[src/rtl/piso_pkg.sv]
// Shared types and constants for the two-requester serializing arbiter.
package piso_pkg;

  localparam int unsigned DataWDefault = 8;
  localparam int unsigned GapW         = 4;

  typedef enum logic [1:0] {
    StIdle,
    StShift,
    StGap
  } state_e;

endpackage

[src/rtl/piso_tx_arbiter_if.sv]
// Requester handshakes and serial output bundle of the arbiter.
interface piso_tx_arbiter_if #(
  parameter int unsigned DATA_W = piso_pkg::DataWDefault
) ();

  logic              req0_valid;
  logic [DATA_W-1:0] req0_data;
  logic              req0_ready;
  logic              req1_valid;
  logic [DATA_W-1:0] req1_data;
  logic              req1_ready;
  logic              ser_out;
  logic              ser_valid;
  logic              ser_last;
  logic              grant_id;
  logic              busy;

  modport master (
    output req0_valid, req0_data, req1_valid, req1_data,
    input  req0_ready, req1_ready, ser_out, ser_valid, ser_last, grant_id, busy
  );

  modport slave (
    input  req0_valid, req0_data, req1_valid, req1_data,
    output req0_ready, req1_ready, ser_out, ser_valid, ser_last, grant_id, busy
  );

endinterface

[src/rtl/piso_shift.sv]
// Parallel-load, left-shifting register exposing its MSB as the serial bit.
module piso_shift #(
  parameter int unsigned DATA_W = piso_pkg::DataWDefault
) (
  input  logic              clk,
  input  logic              reset,
  input  logic              load,
  input  logic              shift_en,
  input  logic [DATA_W-1:0] din,
  output logic              msb
);

  logic [DATA_W-1:0] sr_q;

  always_ff @(posedge clk or posedge reset) begin
    if (reset) begin
      sr_q <= '0;
    end else if (load) begin
      sr_q <= din;
    end else if (shift_en) begin
      sr_q <= {sr_q[DATA_W-2:0], 1'b0};
    end
  end

  assign msb = sr_q[DATA_W-1];

endmodule

[src/rtl/piso_tx_arbiter.sv]
// Round-robin arbiter between two word requesters feeding one MSB-first serial
// stream, with an optional idle gap after every frame.
module piso_tx_arbiter
  import piso_pkg::*;
#(
  parameter int unsigned DATA_W     = DataWDefault,
  parameter int unsigned GAP_CYCLES = 1
) (
  input  logic           clk,
  input  logic           reset,
  piso_tx_arbiter_if.slave bus
);

  localparam int unsigned    CntW    = $clog2(DATA_W);
  localparam logic [GapW-1:0] GapLoad = (GAP_CYCLES > 0) ? GapW'(GAP_CYCLES - 1) : '0;

  state_e            state_q, state_d;
  logic [CntW-1:0]   cnt_q, cnt_d;
  logic [GapW-1:0]   gap_q, gap_d;
  logic              grant_q, grant_d;
  logic              last_q, last_d;
  logic              load, shift_en, sel1;
  logic [DATA_W-1:0] din;
  logic              msb;

  piso_shift #(
    .DATA_W(DATA_W)
  ) u_shift (
    .clk      (clk),
    .reset    (reset),
    .load     (load),
    .shift_en (shift_en),
    .din      (din),
    .msb      (msb)
  );

  // last_q resets to 1 so requester 0 wins the first contention.
  always_ff @(posedge clk or posedge reset) begin
    if (reset) begin
      state_q <= StIdle;
      cnt_q   <= '0;
      gap_q   <= '0;
      grant_q <= 1'b0;
      last_q  <= 1'b1;
    end else begin
      state_q <= state_d;
      cnt_q   <= cnt_d;
      gap_q   <= gap_d;
      grant_q <= grant_d;
      last_q  <= last_d;
    end
  end

  // Requester 1 wins when alone, or when both ask and 0 was served last.
  assign sel1 = bus.req1_valid && (!bus.req0_valid || !last_q);
  assign din  = sel1 ? bus.req1_data : bus.req0_data;

  always_comb begin
    state_d        = state_q;
    cnt_d          = cnt_q;
    gap_d          = gap_q;
    grant_d        = grant_q;
    last_d         = last_q;
    load           = 1'b0;
    shift_en       = 1'b0;
    bus.req0_ready = 1'b0;
    bus.req1_ready = 1'b0;
    unique case (state_q)
      StIdle: begin
        bus.req0_ready = bus.req0_valid && !sel1;
        bus.req1_ready = sel1;
        if (bus.req0_valid || bus.req1_valid) begin
          load    = 1'b1;
          grant_d = sel1;
          last_d  = sel1;
          cnt_d   = CntW'(DATA_W - 1);
          state_d = StShift;
        end
      end
      StShift: begin
        shift_en = 1'b1;
        if (cnt_q == '0) begin
          gap_d   = GapLoad;
          state_d = (GAP_CYCLES > 0) ? StGap : StIdle;
        end else begin
          cnt_d = cnt_q - 1'b1;
        end
      end
      StGap: begin
        if (gap_q == '0) begin
          state_d = StIdle;
        end else begin
          gap_d = gap_q - 1'b1;
        end
      end
      default: state_d = StIdle;
    endcase
  end

  assign bus.ser_valid = (state_q == StShift);
  assign bus.ser_out   = bus.ser_valid && msb;
  assign bus.ser_last  = bus.ser_valid && (cnt_q == '0);
  assign bus.busy      = (state_q != StIdle);
  assign bus.grant_id  = grant_q;

endmodule

[src/flat_wrapper.sv]
// flat-port wrapper written by rule: the top's interface ports become plain ports
module piso_tx_arbiter_flat import piso_pkg::*;
#(
  parameter int unsigned DATA_W     = DataWDefault,
  parameter int unsigned GAP_CYCLES = 1
)
  (clk, reset, bus_req0_valid, bus_req0_data, bus_req1_valid, bus_req1_data, bus_req0_ready, bus_req1_ready, bus_ser_out, bus_ser_valid, bus_ser_last, bus_grant_id, bus_busy);
  piso_tx_arbiter_if #(.DATA_W(DATA_W)) bus_i ();
  input  logic clk;
  input  logic reset;
  input wire logic [$bits(bus_i.req0_valid)-1:0] bus_req0_valid;
  input wire logic [$bits(bus_i.req0_data)-1:0] bus_req0_data;
  input wire logic [$bits(bus_i.req1_valid)-1:0] bus_req1_valid;
  input wire logic [$bits(bus_i.req1_data)-1:0] bus_req1_data;
  output wire logic [$bits(bus_i.req0_ready)-1:0] bus_req0_ready;
  output wire logic [$bits(bus_i.req1_ready)-1:0] bus_req1_ready;
  output wire logic [$bits(bus_i.ser_out)-1:0] bus_ser_out;
  output wire logic [$bits(bus_i.ser_valid)-1:0] bus_ser_valid;
  output wire logic [$bits(bus_i.ser_last)-1:0] bus_ser_last;
  output wire logic [$bits(bus_i.grant_id)-1:0] bus_grant_id;
  output wire logic [$bits(bus_i.busy)-1:0] bus_busy;
  assign bus_i.req0_valid = bus_req0_valid;
  assign bus_i.req0_data = bus_req0_data;
  assign bus_i.req1_valid = bus_req1_valid;
  assign bus_i.req1_data = bus_req1_data;
  assign bus_req0_ready = bus_i.req0_ready;
  assign bus_req1_ready = bus_i.req1_ready;
  assign bus_ser_out = bus_i.ser_out;
  assign bus_ser_valid = bus_i.ser_valid;
  assign bus_ser_last = bus_i.ser_last;
  assign bus_grant_id = bus_i.grant_id;
  assign bus_busy = bus_i.busy;
  piso_tx_arbiter #(.DATA_W(DATA_W), .GAP_CYCLES(GAP_CYCLES)) u_core (.clk(clk), .reset(reset), .bus(bus_i));
endmodule
[config.mk]
export PLATFORM = sky130hd
export DESIGN_NAME = piso_tx_arbiter_flat
export DESIGN_NICKNAME = d
export VERILOG_FILES = /design/src/rtl/piso_pkg.sv /design/src/rtl/piso_tx_arbiter_if.sv /design/src/rtl/piso_shift.sv /design/src/rtl/piso_tx_arbiter.sv /design/src/flat_wrapper.sv
export SDC_FILE = /design/constraint.sdc
export NUM_CORES = 1
export LEC_CHECK = 0
export CAP_MARGIN = 20
export CORE_UTILIZATION = 47
export CTS_CLUSTER_SIZE = 40
export DETAILED_ROUTE_END_ITERATION = 6
export PLACE_DENSITY = 0.77
export REMOVE_ABC_BUFFERS = 1
export SLEW_MARGIN = 5
export SYNTH_ARGS = -nofsm -noshare
export SYNTH_HDL_FRONTEND = slang
export SYNTH_SLANG_ARGS = --single-unit
[constraint.sdc]
create_clock -name clk -period 1.9 [get_ports clk]
set_input_delay 0.38 -clock clk [delete_from_list [all_inputs] [get_ports clk]]
set_output_delay 0.38 -clock clk [all_outputs]
set_load 0.01 [all_outputs]
==> results.py <==
metrics = {
    "outcome": {
        "status": "complete, no violations",
    },
    "power": {
        "switchingPower_mw": 0.6648,
        "p_int_mw": 1.129,
        "ir_worst_vdd_mv": 0.7630,
        "p_leak_nw": 0.6991,
        "netSwitchingFraction_pct": 37.06,
        "pwr-share-comb_pct": 52.0,
        "p_clk_share_pct": 11.4,
        "p_per_area_nw_per_um2": 1217,
        "power_frac_seq_pct": 36.6,
    },
    "routing": {
        "drt_pre_antenna_iters": 4,
        "ant_nets": 0,
        "drt_iter0_markers": 21,
        "routedWlPerCell_um": 14.02,
        "route.detailed.drc": 0,
        "drt-total-wl_um": 2523,
        "vias": 957,
        "viasPerCell": 5.317,
    },
    "clock_network": {
        "cts.clk_slew.worst_paths_ns": 0.11,
        "cts.sinks": 19,
        "clock_latency_ns": 0.29,
        "clockRootBuffer": "clkbuf_4",
        "cts_buffer_depth": 2,
        "cts_made_buffers": 3,
        "htreeDepth": 1,
        "cts_tree": "yes",
    },
    "layout": {
        "syn2layout_area_growth_pct": 41.76,
        "regArea_um2": 476.7,
        "multiInputGateArea_um2": 515.5,
        "final_net_count": 177,
        "final_layout_size_suffix_gt1_share_pct": 21.57,
        "fin_util_pct": 72.90,
        "n_antenna_cell": 0,
        "nFillCells": 159,
    },
    "logic_synthesis": {
        "synth-edff-count": 0,
        "syn_avg_cell_area_um2": 9.452,
        "ys_ff_latch": 19,
        "synth_top_flop_cell": "dfrtp_1",
        "yosys_warnings": 0,
        "mappedNetlistArea_um2": 1040,
        "synth-async-reset-ratio_pct": 100.0,
        "synth_cells": 110,
        "ys_types": 32,
        "ys_seq_area_share_pct": 45.85,
    },
    "floorplanning": {
        "die_y_um": 49.04,
        "rows": 16,
        "coreArea_um2": 2022,
        "die_w_um": 49.04,
        "dieArea_um2": 2404,
        "io_pins": 27,
        "initial_core_util_pct": 51.42,
    },
    "placement": {
        "dpl_worst_slack_ns": -0.2522,
        "hpwl_um": 1813,
        "port_buffers": 26,
        "gp_congestion": 0.7929,
    },
    "timing": {
        "finalCritPeriodShare_pct": 97.91,
        "layout_setup_ws_ns": 0.03971,
        "slew_violations": 0,
        "fin_crit_ns": 1.860,
        "hold_viol_final": 0,
        "fmax_ghz": 0.5376,
        "max_slew_margin_pct": 66.46,
        "setup_viol": 0,
        "whs_ns": 0.4064,
        "worst_slew_pin_slew_ns": 0.5025,
        "skew_ns": 0.002432,
    },
    "global_route": {
        "grt_max_degree": 20,
        "grt_antenna_before_repair": 0,
        "grt_pass1_vias": 989,
        "grtUsageTotal_pct": 22.33,
        "grt.overflow.total": 0,
        "grt_pass1_wl_um": 4202,
    },
    "hold_path": {
        "hold_class": "input pin to async pin",
    },
    "flow_run": {
        "cap_violations": 0,
    },
    "setup_path": {
        "cp.arrival_ns": 1.48,
        "worstPathMaxFanout": 4,
        "critPathKind": "register to output port",
        "cp.required_ns": 1.52,
        "cp-start-kind": "register",
        "endpoint_kind": "output port",
    },
}
==> worst paths after layout <==
path                            depth (start not counted)  slack [ns]                          start                                 end
worst max register to register                          5        0.40  u_core.state_q[0]$_DFFE_PP0P_         u_core.gap_q[1]$_DFFE_PP0P_
worst max-delay path                                    4        0.04  u_core.state_q[1]$_DFFE_PP0P_                            bus_busy
max in group asynchronous                               3        1.23                          reset           u_core.last_q$_DFFE_PP1P_
min in group clk                                        1        0.48    u_core.gap_q[3]$_DFFE_PP0P_         u_core.gap_q[3]$_DFFE_PP0P_
worst min register to register                          1        0.48    u_core.gap_q[3]$_DFFE_PP0P_         u_core.gap_q[3]$_DFFE_PP0P_
worst min-delay path                                    3        0.41                          reset  u_core.u_shift.sr_q[5]$_DFFE_PP0P_
==> power groups by stage <==
| stage | clock network, mW | registers [mW] | logic (mW) |
|---|---|---|---|
| 5_1_grt | 0.224 | 0.678 | 1.03 |
| 2_1_floorplan | 0 | 0.653 | 0.494 |
| 3_5_place_dp | 0 | 0.675 | 0.835 |
| 6_report | 0.204 | 0.657 | 0.932 |
| 3_3_place_gp | 0 | 0.663 | 0.802 |
| 4_1_cts | 0.211 | 0.649 | 0.915 |
==> placed cells by master (no fill, tap or decap), types with 2 or more instances in the layout <==
cell             count
a21oi_1              2
a31oi_1              8
a32o_1               6
and2_1               2
buf_4               17
clkbuf_4             3
clkdlybuf4s50_1     19
dfrtp_1             18
dlygate4sd2_1        7
ha_1                 3
inv_1                7
mux2i_1              2
nand2_1             18
nand2b_1             3
nand3_1              2
nor2_1              10
o211ai_1             3
o21ai_1              3
==> synthesized netlist by cell type, types with 2 or more instances <==
master	count	share of area, %
dfrtp_1	18	43
nand2_1	18	6.5
nor2_1	11	4.0
a31oi_1	8	4.8
inv_1	7	2.5
a32o_1	6	5.8
buf_2	5	2.4
ha_1	3	3.6
nand2b_1	3	1.8
o211ai_1	3	2.2
o21ai_1	3	1.4
a21oi_1	2	0.96
and2_1	2	1.2
mux2i_1	2	1.9
nand3_1	2	0.96
==> final cells by class <==
cell class | count | share of cell area [%]
multi-input cells | 78 | 34.97
flip-flops and latches | 19 | 32.34
repair buffers | 44 | 26.49
well taps | 27 | 2.292
inverters | 8 | 2.037
clock buffers | 3 | 1.528
clock inverters | 1 | 0.3396
==> what timing repair did <==
item                       CTS  global route
pin swaps                    1             1
hold buffers                 0             0
setup buffers                6             1
gates resized for setup      9             1
setup endpoints to repair    6             1
==> worst max-delay path, stage by stage (launching register included) <==
cell and delay (ns):
dfrtp_1 0.45, nor2_4 0.15, buf_6 0.11, inv_2 0.02, clkdlybuf4s50_1 0.46
==> registers in the layout (all words and copies together) (netlist names) <==
| signal | flops |
|---|---|
| u_core.bus.grant_id | 1 |
| u_core.u_shift.sr_q | 8 |
| u_core.last_q | 1 |
| u_core.gap_q | 4 |
| u_core.state_q | 2 |
| u_core.cnt_q | 3 |
==> metal layers <==
layer | vias up | GRT usage, % | share of wire (%)
li1 | 476 | - | -
met1 | 459 | 27.74 | 42
met2 | 18 | 40.28 | 53
met3 | 4 | 2.181 | 3.2
met4 | 0 | 7.353 | 1.1
met5 | - | 0 | 0
==> cell families after synthesis <==
logic type               share of synthesized area, %
AO/OA/AOI/OAI                                   19.25
XOR/XNOR                                       0.8425
adder cells (fa/ha/maj)                         3.610
buffers and inverters                           5.295
flip-flops                                      45.85
multiplexers                                    4.452
AND/OR/NAND/NOR                                 20.70
==> through the flow <==
stage	power [mW]	setup TNS, ns	instances	cell area, µm²
after floorplan	1.147	0	105	1015
after global placement	1.465	-0.3369	169	1391
after detailed placement	1.509	-0.5251	169	1391
after CTS	1.776	0	179	1461
after global routing	1.931	-0.003089	180	1474
final	1.794	0	180	1474
(Power assumes the default switching activity.)
==> edit 1, RTL diff (same settings) <==
The 3 states of `state_e` get a one-hot encoding in 3 bits.
--- a/src/rtl/piso_pkg.sv
+++ b/src/rtl/piso_pkg.sv
@@ -4,10 +4,10 @@
   localparam int unsigned DataWDefault = 8;
   localparam int unsigned GapW         = 4;
 
-  typedef enum logic [1:0] {
-    StIdle,
-    StShift,
-    StGap
+  typedef enum logic [2:0] {
+    StIdle  = 3'b001,
+    StShift = 3'b010,
+    StGap   = 3'b100
   } state_e;
 
 endpackage
Behaviour: same outputs for any inputs over 10 cycles, from zero or initial values and one cycle with reset high; not proved beyond that.
==> edit 1 against the original RTL <==
  * Worst hold slack worse by 0.029 ns
  * Core utilization grew 7.3 points
  * Cell area increased by 12%
  * Non-clock buffer count up 10
  * Die area increased by 3.1%
  * Sequential share of layout area shrank 1.9 points
  * Clock skew down 0.0011 ns
  * Wire length rose by 28%
  * Critical path type unchanged
  * Worst setup slack worse by 0.099 ns
  * The flow now finishes with violations (setup timing)
  * Count of clock-buffer cells in the layout stayed put
  * Largest power group unchanged
  * Sequential cell count up 1
  * Area after synthesis grew 3.2%
  * Power grew 27%
==> edit 1: results (changes against the original RTL) <==
Route
  • Via/cell ratio: 5.57 (+4.7%)
  • WL met2: 1.70 mm (+26%)
  • M1 WL: 1.32 mm (+24%)
  • Number of DRC markers in iteration 0: 33 (+57%)
  • Met3 WL: 178 um (+120%)

Timing
  • Setup WS post-layout: -0.0592 ns (-0.0989 ns)
  • Rel. slew slack: 65.7% (-0.78 points)
  • Final setup fails: 3 (+3)
  • Setup_tns: -0.125 ns (-0.125 ns)
  • Layout Skew: 0.00131 ns (-0.00112 ns)

Layout
  • Layout Nets: 191 (+7.9%)
  • Count of plain and timing-repair buffers in the layout: 54 (+23%)
  • Sequential fraction of total cell area: 30.4% (-1.9 points)
  • Multi-input gate share of total cell area: 33.1% (-1.8 points)
  • Comb_multi_in: 79 (+1.3%)
  • Fillers: 133 (-16%)
  • Inverters: 10 (+2)
  • Layout cell share with drive strength beyond 1: 30.5% (+9.0 points)
  • Largest regs: u_core.u_shift.sr_q: 8 flops, u_core.gap_q: 4 flops
  • Clock-cell share: 3.18% (+1.3 points)
  • NonClk Buf Share: 29.0% (+2.5 points)

Logic synthesis
  • Multiplexer share of the synthesized area: 3.85% (-0.61 points)
  • Synth top cells by count: dfrtp_1 (18), nand2_1 (16), inv_1 (10), o31ai_1 (8)
  • Post-synth cell types: 29 (-9.4%)
  • Post-Synth XOR/XNOR Area: 1.63% (+0.79 points)
  • Sequential share of the synthesized area: 46.9% (+1.0 points)
  • Top cells by area, synth: dfrtp_1 (42%), nand2_1 (5.6%), o31ai_1 (5.6%)
  • Post-Synth Adder-Cell Area: 3.50% (-0.11 points)
  • Synth Register Bits: 20 (+1)

Global route
  • First-pass GRT wire length: 4.82 mm (+15%)
  • Vias in the first global route: 1064 (+7.6%)
  • M3 GR Usage: 6.79% (+4.6 points)
  • Grt met2 use: 45.7% (+5.4 points)
  • GR Util met1: 31.8% (+4.1 points)
  • Total track usage: 26.5% (+4.1 points)

Critical path
  • R2R setup slack: 0 ns (-0.40 ns)
  • CP top delay family: flip-flops
  • Crit-path slowest cell: dfstp_2
  • Crit path launch: u_core.state_q[0]
  • Critical Path Max Stage Delay: 0.56 ns (+0.10 ns)
  • Critical path peak fanout: 3 (-1)
  • R2R Path End: u_core.u_shift.sr_q[1]

Run status
  • Failing checks: setup timing
  • Run status: complete, but fails checks

Placed design
  • Routability cong.: 0.838 (+5.7%)
  • Detailed Place HPWL: 2.03 mm (+12%)

Power and ir drop
  • Cell internal pwr: 1.44 mW (+28%)
  • Clock Power Share: 15.4% (+4.0 points)
  • Leakage: 0.775 nW (+11%)
  • Sw Ratio: 36.9% (-0.18 points)
  • Worst vdd rail ir drop: 874 uV (+15%)

Min path
  • Hold crit path type: primary input to asynchronous set/reset pin
edit 1: stage by stage:
stage | setup slack (ns) | hold slack [ns] | instance area, sq um | std cells | util [%]
final | -0.0592 | 0.377 | 1650 | 194 | 80.2
after global routing | -0.126 | 0.423 | 1650 | 194 | 80.2
after CTS | 0.0213 | 0.376 | 1580 | 191 | 76.8
after detailed placement | -0.139 | 0.471 | 1500 | 181 | 72.8
after global placement | -0.103 | 0.457 | 1500 | 181 | 72.8
after floorplan | 0.195 | 0.342 | 1050 | 109 | -
edit 1: worst max-delay path by stage:
stage,to,slack (ns),cells past startpoint
after floorplan,u_core.cnt_q[1],0.20,4
after global placement,bus_req0_ready,-0.10,5
after detailed placement,bus_req0_ready,-0.14,5
after CTS,bus_ser_out,0.02,6
after global routing,bus_ser_last,-0.13,5
final,bus_ser_out,-0.06,6
edit 1: timing repair:
action	CTS	global route
setup buffers	6	3
gates resized for setup	26	12
setup endpoints to repair	6	6
==> edit 2, RTL diff (same flow settings) <==
Made on the original files. Change the package constant `DataWDefault` from 8 to 4.
--- a/src/rtl/piso_pkg.sv
+++ b/src/rtl/piso_pkg.sv
@@ -1,7 +1,7 @@
 // Shared types and constants for the two-requester serializing arbiter.
 package piso_pkg;
 
-  localparam int unsigned DataWDefault = 8;
+  localparam int unsigned DataWDefault = 4;
   localparam int unsigned GapW         = 4;
 
   typedef enum logic [1:0] {
Ports: changed (resized bus_req0_data and bus_req1_data); port bits go from 27 to 19. The function was not compared with the original's and may differ.
==> edit 2 against the original RTL <==
  * Worst setup slack improved by 0.041 ns
  * Critical path depth did not move
  * Clock power rose by 4%
  * Via count fell by 29%
  * Power fell by 24%
  * Die area fell by 27%
  * First-iteration DRC count did not move
  * Area after synthesis fell by 29%
  * Cell area fell by 28%
  * Sequential cell count fell by 5
  * Sequential power fell by 29%
  * Wire length fell by 32%
  * Critical path type unchanged
  * Largest power group unchanged
==> edit 2: results (changes against the original RTL) <==
Run status
  • Run status: completed

Logic synthesis
  • Top cells by area, synth: dfrtp_1 (44%), inv_1 (5.6%), mux2i_1 (5.4%)
  • Post-Synth XOR/XNOR Area: 0% (-0.84 points)
  • Synth top cells by count: dfrtp_1 (13), inv_1 (11), a21oi_1 (5), nor2_1 (5)
  • Syn Inst Count: 74 (-33%)
  • Post-synth cell types: 31 (-3.1%)

Critical path
  • Critical Path End: bus_ser_last
  • Worst Path Arrival: 1.44 ns (-0.04 ns)
  • Crit path launch: u_core.cnt_q[1]
  • Reg-to-Reg Start: u_core.last_q
  • Critical path peak fanout: 5 (+1)
  • R2R Path End: u_core.u_shift.sr_q[2]

Layout
  • Layout cell share with drive strength beyond 1: 21.9% (+0.34 points)
  • Largest regs: u_core.gap_q: 4 flops, u_core.u_shift.sr_q: 4 flops

CTS
  • Clock Pin Slew Worst Setup and Hold Paths: 0.08 ns (-0.03 ns)

Global route
  • Grt met2 use: 40.0% (-0.28 points)
  • Vias in the first global route: 728 (-26%)
  • GR Util met1: 25.6% (-2.2 points)
  • First-pass GRT wire length: 3.02 mm (-28%)

Power and ir drop
  • Worst vdd rail ir drop: 852 uV (+12%)

Placed design
  • Routability cong.: 0.780 (-1.6%)
  • Pre-CTS setup slack: -0.277 ns (-0.0243 ns)
  • PortBufs: 18 (-31%)

Route
  • Via/cell ratio: 5.70 (+7.2%)
  • Routed WL: 1.71 mm (-32%)

Timing
  • Layout Skew: 0.00201 ns (-0.000421 ns)
  • Worst hold slack: 0.425 ns (+0.0188 ns)
  • Fin crit share: 95.8% (-2.1 points)
  • Actual slew at the worst max-slew pin: 0.519 ns (+0.0160 ns)
==> edit 2: changes by cell type in the layout (fill, tap and decap cells not counted), moves of 6 or more <==
cell	delta
a31oi_1	-7
a32o_1	-6
buf_4	-7
clkdlybuf4s50_1	-9
dfrtp_1	-6
nand2_1	-18
nor2_1	-6
==> edit 2: area by class of cell <==
class                           count  area [sq um]
Timing Repair Buffer               28           254
Tap cell                           15          18.8
Clock buffer                        4          36.3
Multi-Input combinational cell     48           353
Fill cell                         107           327
Sequential cell                    14           353
Inverter                           11          41.3
==> edit 2: layer usage <==
layer | up-vias | share of wire (%) | wire length [um]
met3 | 4 | 5.3 | 91
met1 | 334 | 42 | 717
met2 | 17 | 51 | 880
met5 | - | 0 | 0
met4 | 0 | 1.5 | 25
li1 | 329 | - | -
==> edit 2: power by group through the flow <==
stage                     Sequential (mW)  Combinational [mW]  Clock, mW
after detailed placement            0.478               0.684          0
after global placement              0.471               0.657          0
after floorplan                     0.470               0.368          0
final                               0.468               0.678      0.213
after CTS                           0.465               0.674      0.219
after global routing                0.478               0.750      0.229
==> edit 2: timing repair <==
action | in CTS | in global routing
hold buffers | 0 | 0
gates resized for setup | 8 | 5
setup endpoints to repair | 6 | 3
setup buffers | 1 | 0
==> edit 2: cell families after synthesis <==
kind of cell / Yosys count
AOI/OAI and AO/OA: 22
adders and majority gates: 2
buffers and inverters: 12
DFF: 14
muxes: 4
and+or+nand+nor: 20
==> edit 2: critical path, cell delays in order (launching register included) <==
cell and delay [ns]:
dfrtp_1 0.39, inv_1 0.07, ha_2 0.20, and3b_2 0.24, clkdlybuf4s15_1 0.24
==> edit 2: metrics by stage <==
step	power (mW)	setup TNS, ns
after CTS	1.36	0
final	1.36	0
after global routing	1.46	0
after detailed placement	1.16	-0.513
after floorplan	0.839	0
after global placement	1.13	-0.421
